### config.mk
export PLATFORM = sky130hd
export DESIGN_NAME = lifo_stack_param
export DESIGN_NICKNAME = d
export VERILOG_FILES = /design/src/rtl/lifo_pkg.sv /design/src/rtl/lifo_ram.sv /design/src/rtl/lifo_stack_param.sv
export SDC_FILE = /design/constraint.sdc
export NUM_CORES = 1
export LEC_CHECK = 0
export CAP_MARGIN = 20
export CORE_MARGIN = 2
export CORE_UTILIZATION = 50
export DETAILED_ROUTE_END_ITERATION = 12
export DONT_BUFFER_PORTS = 1
export HOLD_SLACK_MARGIN = 0.02
export SYNTH_ARGS = -nofsm -noshare
export SYNTH_HDL_FRONTEND = slang
export SYNTH_HIERARCHICAL = 1
export SYNTH_SLANG_ARGS = --single-unit
### constraint.sdc
create_clock -name clk -period 5.7 [get_ports clk]
set_input_delay 1.425 -clock clk [delete_from_list [all_inputs] [get_ports clk]]
set_output_delay 1.425 -clock clk [all_outputs]
set_load 0.03 [all_outputs]
### src/rtl/lifo_pkg.sv
`default_nettype none
// ============================================================================
// Module : lifo_pkg
// Purpose: Shared types and sizing helpers for the parametrised LIFO.
//          - lifo_cnt_w(depth)     : width of the occupancy counter
//          - lifo_ram_depth(depth) : entries held in RAM (top two are regs)
//          - lifo_addr_w(depth)    : RAM address width (at least 1)
//          - op_e                  : operation decoded from {push, pop}
// Ports  : none (package)
// Rev    : 1.0 - initial release
// ============================================================================
package lifo_pkg;

  function automatic int lifo_cnt_w(input int depth);
    return $clog2(depth + 1);
  endfunction

  function automatic int lifo_ram_depth(input int depth);
    return depth - 2;
  endfunction

  function automatic int lifo_addr_w(input int depth);
    return (lifo_ram_depth(depth) > 2) ? $clog2(lifo_ram_depth(depth)) : 1;
  endfunction

  // Encoding matches the concatenation {push, pop} so a plain cast decodes it.
  typedef enum logic [1:0] {
    OP_IDLE = 2'b00,
    OP_POP  = 2'b01,
    OP_PUSH = 2'b10,
    OP_REPL = 2'b11
  } op_e;

endpackage
`default_nettype wire

### src/rtl/lifo_ram.sv
`default_nettype none
// ============================================================================
// Module : lifo_ram
// Purpose: Single-port synchronous RAM, one-cycle read latency, write-first
//          (a write returns the written data on dout the next cycle).
// Ports  : clk  - clock
//          we   - write enable
//          addr - read/write address (ADDR_W bits)
//          din  - write data (WIDTH bits)
//          dout - registered read data (WIDTH bits)
// Rev    : 1.0 - initial release
// ============================================================================
module lifo_ram #(
  parameter int WIDTH  = 16,
  parameter int ADDR_W = 4
) (
  input  logic              clk,
  input  logic              we,
  input  logic [ADDR_W-1:0] addr,
  input  logic [WIDTH-1:0]  din,
  output logic [WIDTH-1:0]  dout
);

  // Sized to the full address space so any address value stays in range.
  logic [WIDTH-1:0] mem [2**ADDR_W];

  always_ff @(posedge clk) begin
    if (we) begin
      mem[addr] <= din;
      dout      <= din;
    end else begin
      dout      <= mem[addr];
    end
  end

endmodule
`default_nettype wire

### src/rtl/lifo_stack_param.sv
`default_nettype none
// ============================================================================
// Module : lifo_stack_param
// Purpose: Parametrised single-clock LIFO. The top two entries are held in
//          registers (top_q, next_q); deeper entries live in a sync-read RAM
//          whose address is kept pointing at the refill entry for next_q, so
//          back-to-back pops run without bubbles.
// Config : LIFO_ERR_FLAGS_EN - when defined, overflow/underflow are sticky
//          flags cleared by err_clr; otherwise they are tied low.
// Ports  : clk, rst (sync, active low), clr (sync flush)
//          push/push_data, pop -> pop_data/pop_valid (registered)
//          peek (top entry, 0 when empty), count, empty, full, almost_full
//          err_clr, overflow, underflow
// Rev    : 1.0 - initial release
// ============================================================================
module lifo_stack_param
  import lifo_pkg::*;
#(
  parameter int WIDTH     = 16,
  parameter int DEPTH     = 16,
  parameter int AF_THRESH = 12
) (
  input  logic                          clk,
  input  logic                          rst,
  input  logic                          clr,
  input  logic                          push,
  input  logic [WIDTH-1:0]              push_data,
  input  logic                          pop,
  output logic [WIDTH-1:0]              pop_data,
  output logic                          pop_valid,
  output logic [WIDTH-1:0]              peek,
  output logic [lifo_cnt_w(DEPTH)-1:0]  count,
  output logic                          empty,
  output logic                          full,
  output logic                          almost_full,
  input  logic                          err_clr,
  output logic                          overflow,
  output logic                          underflow
);

  localparam int CW     = lifo_cnt_w(DEPTH);
  localparam int ADDR_W = lifo_addr_w(DEPTH);

  logic [WIDTH-1:0]  top_q, next_q, ram_dout;
  logic [CW-1:0]     count_next;
  logic [ADDR_W-1:0] ram_addr;
  logic              ram_we;
  logic              do_push, do_pop, do_repl, ovf_ev, unf_ev;
  op_e               op;

  assign op          = op_e'({push, pop});
  assign empty       = (count == '0);
  assign full        = (count == CW'(DEPTH));
  assign almost_full = (count >= CW'(AF_THRESH));
  assign peek        = empty ? '0 : top_q;

  // Decode accepted operations and rejection events; clr suppresses both.
  always_comb begin
    do_push = 1'b0;
    do_pop  = 1'b0;
    do_repl = 1'b0;
    ovf_ev  = 1'b0;
    unf_ev  = 1'b0;
    if (rst && !clr) begin
      case (op)
        OP_PUSH: if (full) ovf_ev = 1'b1; else do_push = 1'b1;
        OP_POP:  if (empty) unf_ev = 1'b1; else do_pop = 1'b1;
        OP_REPL: begin
          if (empty) begin
            do_push = 1'b1;
            unf_ev  = 1'b1;
          end else begin
            do_repl = 1'b1;
          end
        end
        default: ;
      endcase
    end
  end

  always_comb begin
    count_next = count;
    if (!rst || clr)  count_next = '0;
    else if (do_push) count_next = count + CW'(1);
    else if (do_pop)  count_next = count - CW'(1);
  end

  // Address = count_next-3: on a push this equals count-2 (the spill slot),
  // otherwise it pre-reads the entry that refills next_q on the next pop.
  assign ram_addr = ADDR_W'(count_next) - ADDR_W'(3);
  assign ram_we   = do_push && (count >= CW'(2));

  lifo_ram #(
    .WIDTH  (WIDTH),
    .ADDR_W (ADDR_W)
  ) u_ram (
    .clk  (clk),
    .we   (ram_we),
    .addr (ram_addr),
    .din  (next_q),
    .dout (ram_dout)
  );

  always_ff @(posedge clk) begin
    if (!rst || clr) begin
      count     <= '0;
      top_q     <= '0;
      next_q    <= '0;
      pop_data  <= '0;
      pop_valid <= 1'b0;
    end else begin
      count     <= count_next;
      pop_valid <= do_pop || do_repl;
      if (do_push) begin
        next_q <= top_q;
        top_q  <= push_data;
      end
      if (do_pop) begin
        pop_data <= top_q;
        top_q    <= next_q;
        // RAM only holds a valid refill when a third entry exists.
        next_q   <= (count >= CW'(3)) ? ram_dout : '0;
      end
      if (do_repl) begin
        pop_data <= top_q;
        top_q    <= push_data;
      end
    end
  end

`ifdef LIFO_ERR_FLAGS_EN
  // A new event in the same cycle as err_clr keeps the flag set.
  always_ff @(posedge clk) begin
    if (!rst || clr) begin
      overflow  <= 1'b0;
      underflow <= 1'b0;
    end else begin
      if (ovf_ev)       overflow  <= 1'b1;
      else if (err_clr) overflow  <= 1'b0;
      if (unf_ev)       underflow <= 1'b1;
      else if (err_clr) underflow <= 1'b0;
    end
  end
`else
  logic unused_flags;
  assign unused_flags = err_clr ^ ovf_ev ^ unf_ev;
  assign overflow     = 1'b0;
  assign underflow    = 1'b0;
`endif

endmodule
`default_nettype wire
==> metrics.yaml <==
yosys:
  synth_cells: 714
  synthDistinctLibCells: 49
  ys_seq_area_share_pct: 71.6
  synth_area_um2: 12400
  yosysTopAreaCell: "edfxtp_1"
  synth.avg_cell_area_um2: 17.3
  synth_edf_count: 256
  synth_top_area_share_pct: 62.2
  synth_seq_cells: 314
  async_reset_ff_share_pct: 0
  ys_warn_count: 6
  synth_area_leaders: "edfxtp_1, mux4_2, dfxtp_1"
  synth_ff_type: "edfxtp_1"
floorplan:
  die_y_um: 161
  rows: 57
  start_util_pct: 50.8
  die_area_um2: 26000
  die_w_um: 161
  coreArea_um2: 24300
  io_pins: 65
status:
  status: "completed"
finish:
  layout-drive-gt1-share_pct: 18.9
  diodes: 0
  nets: 754
  register_area_um2: 8850
  syn2layout_area_growth_pct: 10.8
  multi_input_area_um2: 3260
  fillers: 1897
  instances_no_fill: 1076
sta:
  fin_crit_sh_pct: 74.2
  hold_viol_final: 0
  finalSetupViolations: 0
  rsz0062_at_grt: "no"
  fmax_mhz: 236
  finalClockSkew_ns: 0.00848
  fin_tns_setup_ns: 0
  tightestPinTransition_ns: 1.05
  min_period_ns: 4.23
  report.final.slew_viol_count: 0
  max_slew_margin_pct: 29.6
global_routing:
  grt_usage_pct: 19.7
  grt_pass1_vias: 6440
  grt_pass1_wl_um: 38600
  grt_overflow: 0
  antenna_found_initial: 0
  grt_max_degree: 46
critical_path:
  r2r_setup_slack_ns: 1.47
  r2r-end: "u_ram/mem[0][7]"
  worst_path_largest_cell_delay_ns: 0.63
  startpoint_type: "flip-flop"
  crit_chain: "inv_1, ha_1, or4b_4, clkinv_4, nor3_1, a21oi_1, o22ai_1, and2_1, ha_1, xnor2_1, or3b_2, nor3_2, buf_4"
  cp_slowest_cell: "dfxtp_1"
  end_kind: "flip-flop"
  crit_top_cell: "ha_1"
  crit_required_ns: 5.95
  r2r-start: "count[0]"
  crit_type: "reg -> reg"
  critPathArrivalTime_ns: 4.48
  worst-r2r-cell-count: 13
  path_max_fanout: 20
power_and_ir_drop:
  powerDensity_nw_per_um2: 336
  ir_worst_vdd_mv: 0.236
  finalPower_uw: 4590
  p_leak_uw: 0.00484
clock_tree:
  clock-sinks: 314
  cts_resized: 0
  clockRootBuffer: "clkbuf_16"
  ctsLongestPathBuffers: 3
  cts_hold_buffers: 0
  cts_tree: "done"
  cts_buffers: 31
  clk_latency_ns: 0.55
  path_clk_slew_ns: 0.06
  post-cts-setup-buffers: 0
  htree_levels: 1
routing:
  drc_errors: 0
  drtPass1Iterations: 5
  drtIter0Drc: 578
  wl_um: 25300
  via_per_inst: 5.96
  vias: 6410
  route.antenna.remaining_nets: 0
  wire_per_inst_um: 23.5
hold_path:
  hp-start: "top_q[15]"
  hold_end: "pop_data[15]"
  hold_path_class: "reg -> reg"
  min_path_cells: 2
placed_design:
  placedCellCount: 1019
  hpwl_um: 15900
  port_buffers: 0
  place_congestion: 0.789
run:
  maxCapViolations: 0
routing by layer:
| layer | up-vias | track usage [%] | part of all wire (%) |
|---|---|---|---|
| met5 | - | 0 | 0 |
| met4 | 0 | 5.07 | 2.6 |
| met3 | 47 | 2.34 | 3.7 |
| met2 | 129 | 34.3 | 51 |
| met1 | 3368 | 26.7 | 43 |
| li1 | 2866 | - | - |
sequential cells by signal, summed over array words and instances, names as in the netlist, named ones only:
register	cells
pop_data	16
pop_valid	1
u_ram/mem	256
count	5
next_q	16
top_q	16
where the power goes:
group / switching [µW] / internal (µW) / total (µW)
clock network: 815 / 1130 / 1950
logic: 81.8 / 57.9 / 140
registers: 39.2 / 2470 / 2510
total: 936 / 3660 / 4590
synthesized netlist by cell type, types with 2 or more instances:
| master | number |
|---|---|
| edfxtp_1 | 256 |
| nand2_1 | 60 |
| dfxtp_1 | 58 |
| mux4_2 | 54 |
| nor2_1 | 44 |
| a22oi_1 | 32 |
| a21oi_1 | 26 |
| and2_1 | 19 |
| a211oi_1 | 16 |
| clkbuf_1 | 16 |
| mux2i_1 | 16 |
| o21ai_0 | 12 |
| a222oi_1 | 10 |
| mux4_1 | 10 |
| buf_2 | 9 |
| buf_6 | 7 |
| nor3_1 | 7 |
| buf_4 | 6 |
| inv_1 | 5 |
| buf_1 | 4 |
| ha_1 | 4 |
| nand2b_1 | 4 |
| nor2b_1 | 4 |
| a21oi_2 | 3 |
| xnor2_1 | 3 |
| nand2_2 | 2 |
| nand3_1 | 2 |
| nand3b_1 | 2 |
| nor3b_1 | 2 |
| o22ai_1 | 2 |
logic make-up (layout without fill, tap and decap cells):
family / Yosys count / count (layout) / share of synthesized area [%]
AO/OA/AOI/OAI: 107 / 107 / 6.06
adder cells (fa/ha/maj): 4 / 4 / 0.405
multiplexers: 81 / 81 / 13.4
buffers and inverters: 48 / 85 / 2.20
AND/OR/NAND/NOR: 155 / 155 / 6.02
other: 1 / 2 / 0.0304
XOR/XNOR: 4 / 4 / 0.284
flip-flops: 314 / 314 / 71.6
cells in the final DEF, fill, tap and decap left out, types with 2 or more instances in the layout:
| master | Yosys | layout |
|---|---|---|
| edfxtp_1 | 256 | 256 |
| nand2_1 | 60 | 60 |
| dfxtp_1 | 58 | 56 |
| mux4_2 | 54 | 54 |
| nor2_1 | 44 | 44 |
| a22oi_1 | 32 | 32 |
| clkbuf_16 | 0 | 31 |
| a21oi_1 | 26 | 26 |
| buf_4 | 6 | 22 |
| and2_1 | 19 | 19 |
| mux2i_1 | 16 | 16 |
| a211oi_1 | 16 | 16 |
| o21ai_0 | 12 | 12 |
| a222oi_1 | 10 | 10 |
| mux4_1 | 10 | 10 |
| clkinv_2 | 0 | 8 |
| clkbuf_1 | 16 | 8 |
| inv_1 | 5 | 5 |
| clkinv_1 | 0 | 5 |
| ha_1 | 4 | 4 |
| nor3_2 | 0 | 4 |
| nor2b_1 | 4 | 3 |
| nor3_1 | 7 | 3 |
| xnor2_1 | 3 | 3 |
| nand2b_1 | 4 | 3 |
| a21oi_2 | 3 | 3 |
| bufinv_16 | 0 | 3 |
| nor3b_1 | 2 | 2 |
| o22ai_1 | 2 | 2 |
| nand3_1 | 2 | 2 |
| nand2_2 | 2 | 2 |
| conb_1 | 1 | 2 |
| nand3b_1 | 2 | 2 |
worst max-delay path: cells and delay by family, from the launching register on:
family | cells | cell delay (ns)
adders and majority gates | 2 | 0.41
buffers and inverters | 3 | 0.61
and+or+nand+nor | 5 | 1.81
DFF | 1 | 0.63
AOI/OAI and AO/OA | 2 | 0.31
xor gates and xnor gates | 1 | 0.14
per-stage QoR:
stage | setup WS, ns | util, % | hold WS (ns) | area (µm²)
2_1_floorplan | 1.09 | - | 0.451 | 12400
3_3_place_gp | 1.16 | 52.3 | 0.484 | 12700
3_5_place_dp | 1.06 | 52.3 | 0.491 | 12700
4_1_cts | 1.45 | 56.3 | 0.500 | 13700
5_1_grt | 1.22 | 56.3 | 0.530 | 13700
6_report | 1.47 | 56.3 | 0.490 | 13700
area by class of cell:
type                    instances  area share, %
multi-input cells             353           23.8
flip-flops and latches        314           64.7
inverters                       6          0.201
repair buffers                 22           1.21
clock buffers                  39           5.89
clock inverters                18           1.19
well taps                     324           2.96
worst max path at each step:
stage / from / endpoint / cells after the start
floorplan: pop / u_ram/mem[0][0] / 9
global placement: rst / u_ram/mem[0][7] / 6
detailed placement: rst / u_ram/mem[0][8] / 6
CTS: count[0] / u_ram/mem[0][7] / 13
global route: count[1] / u_ram/mem[0][7] / 12
finish: count[0] / u_ram/mem[0][7] / 13
Power figures use the tool's default switching activity.
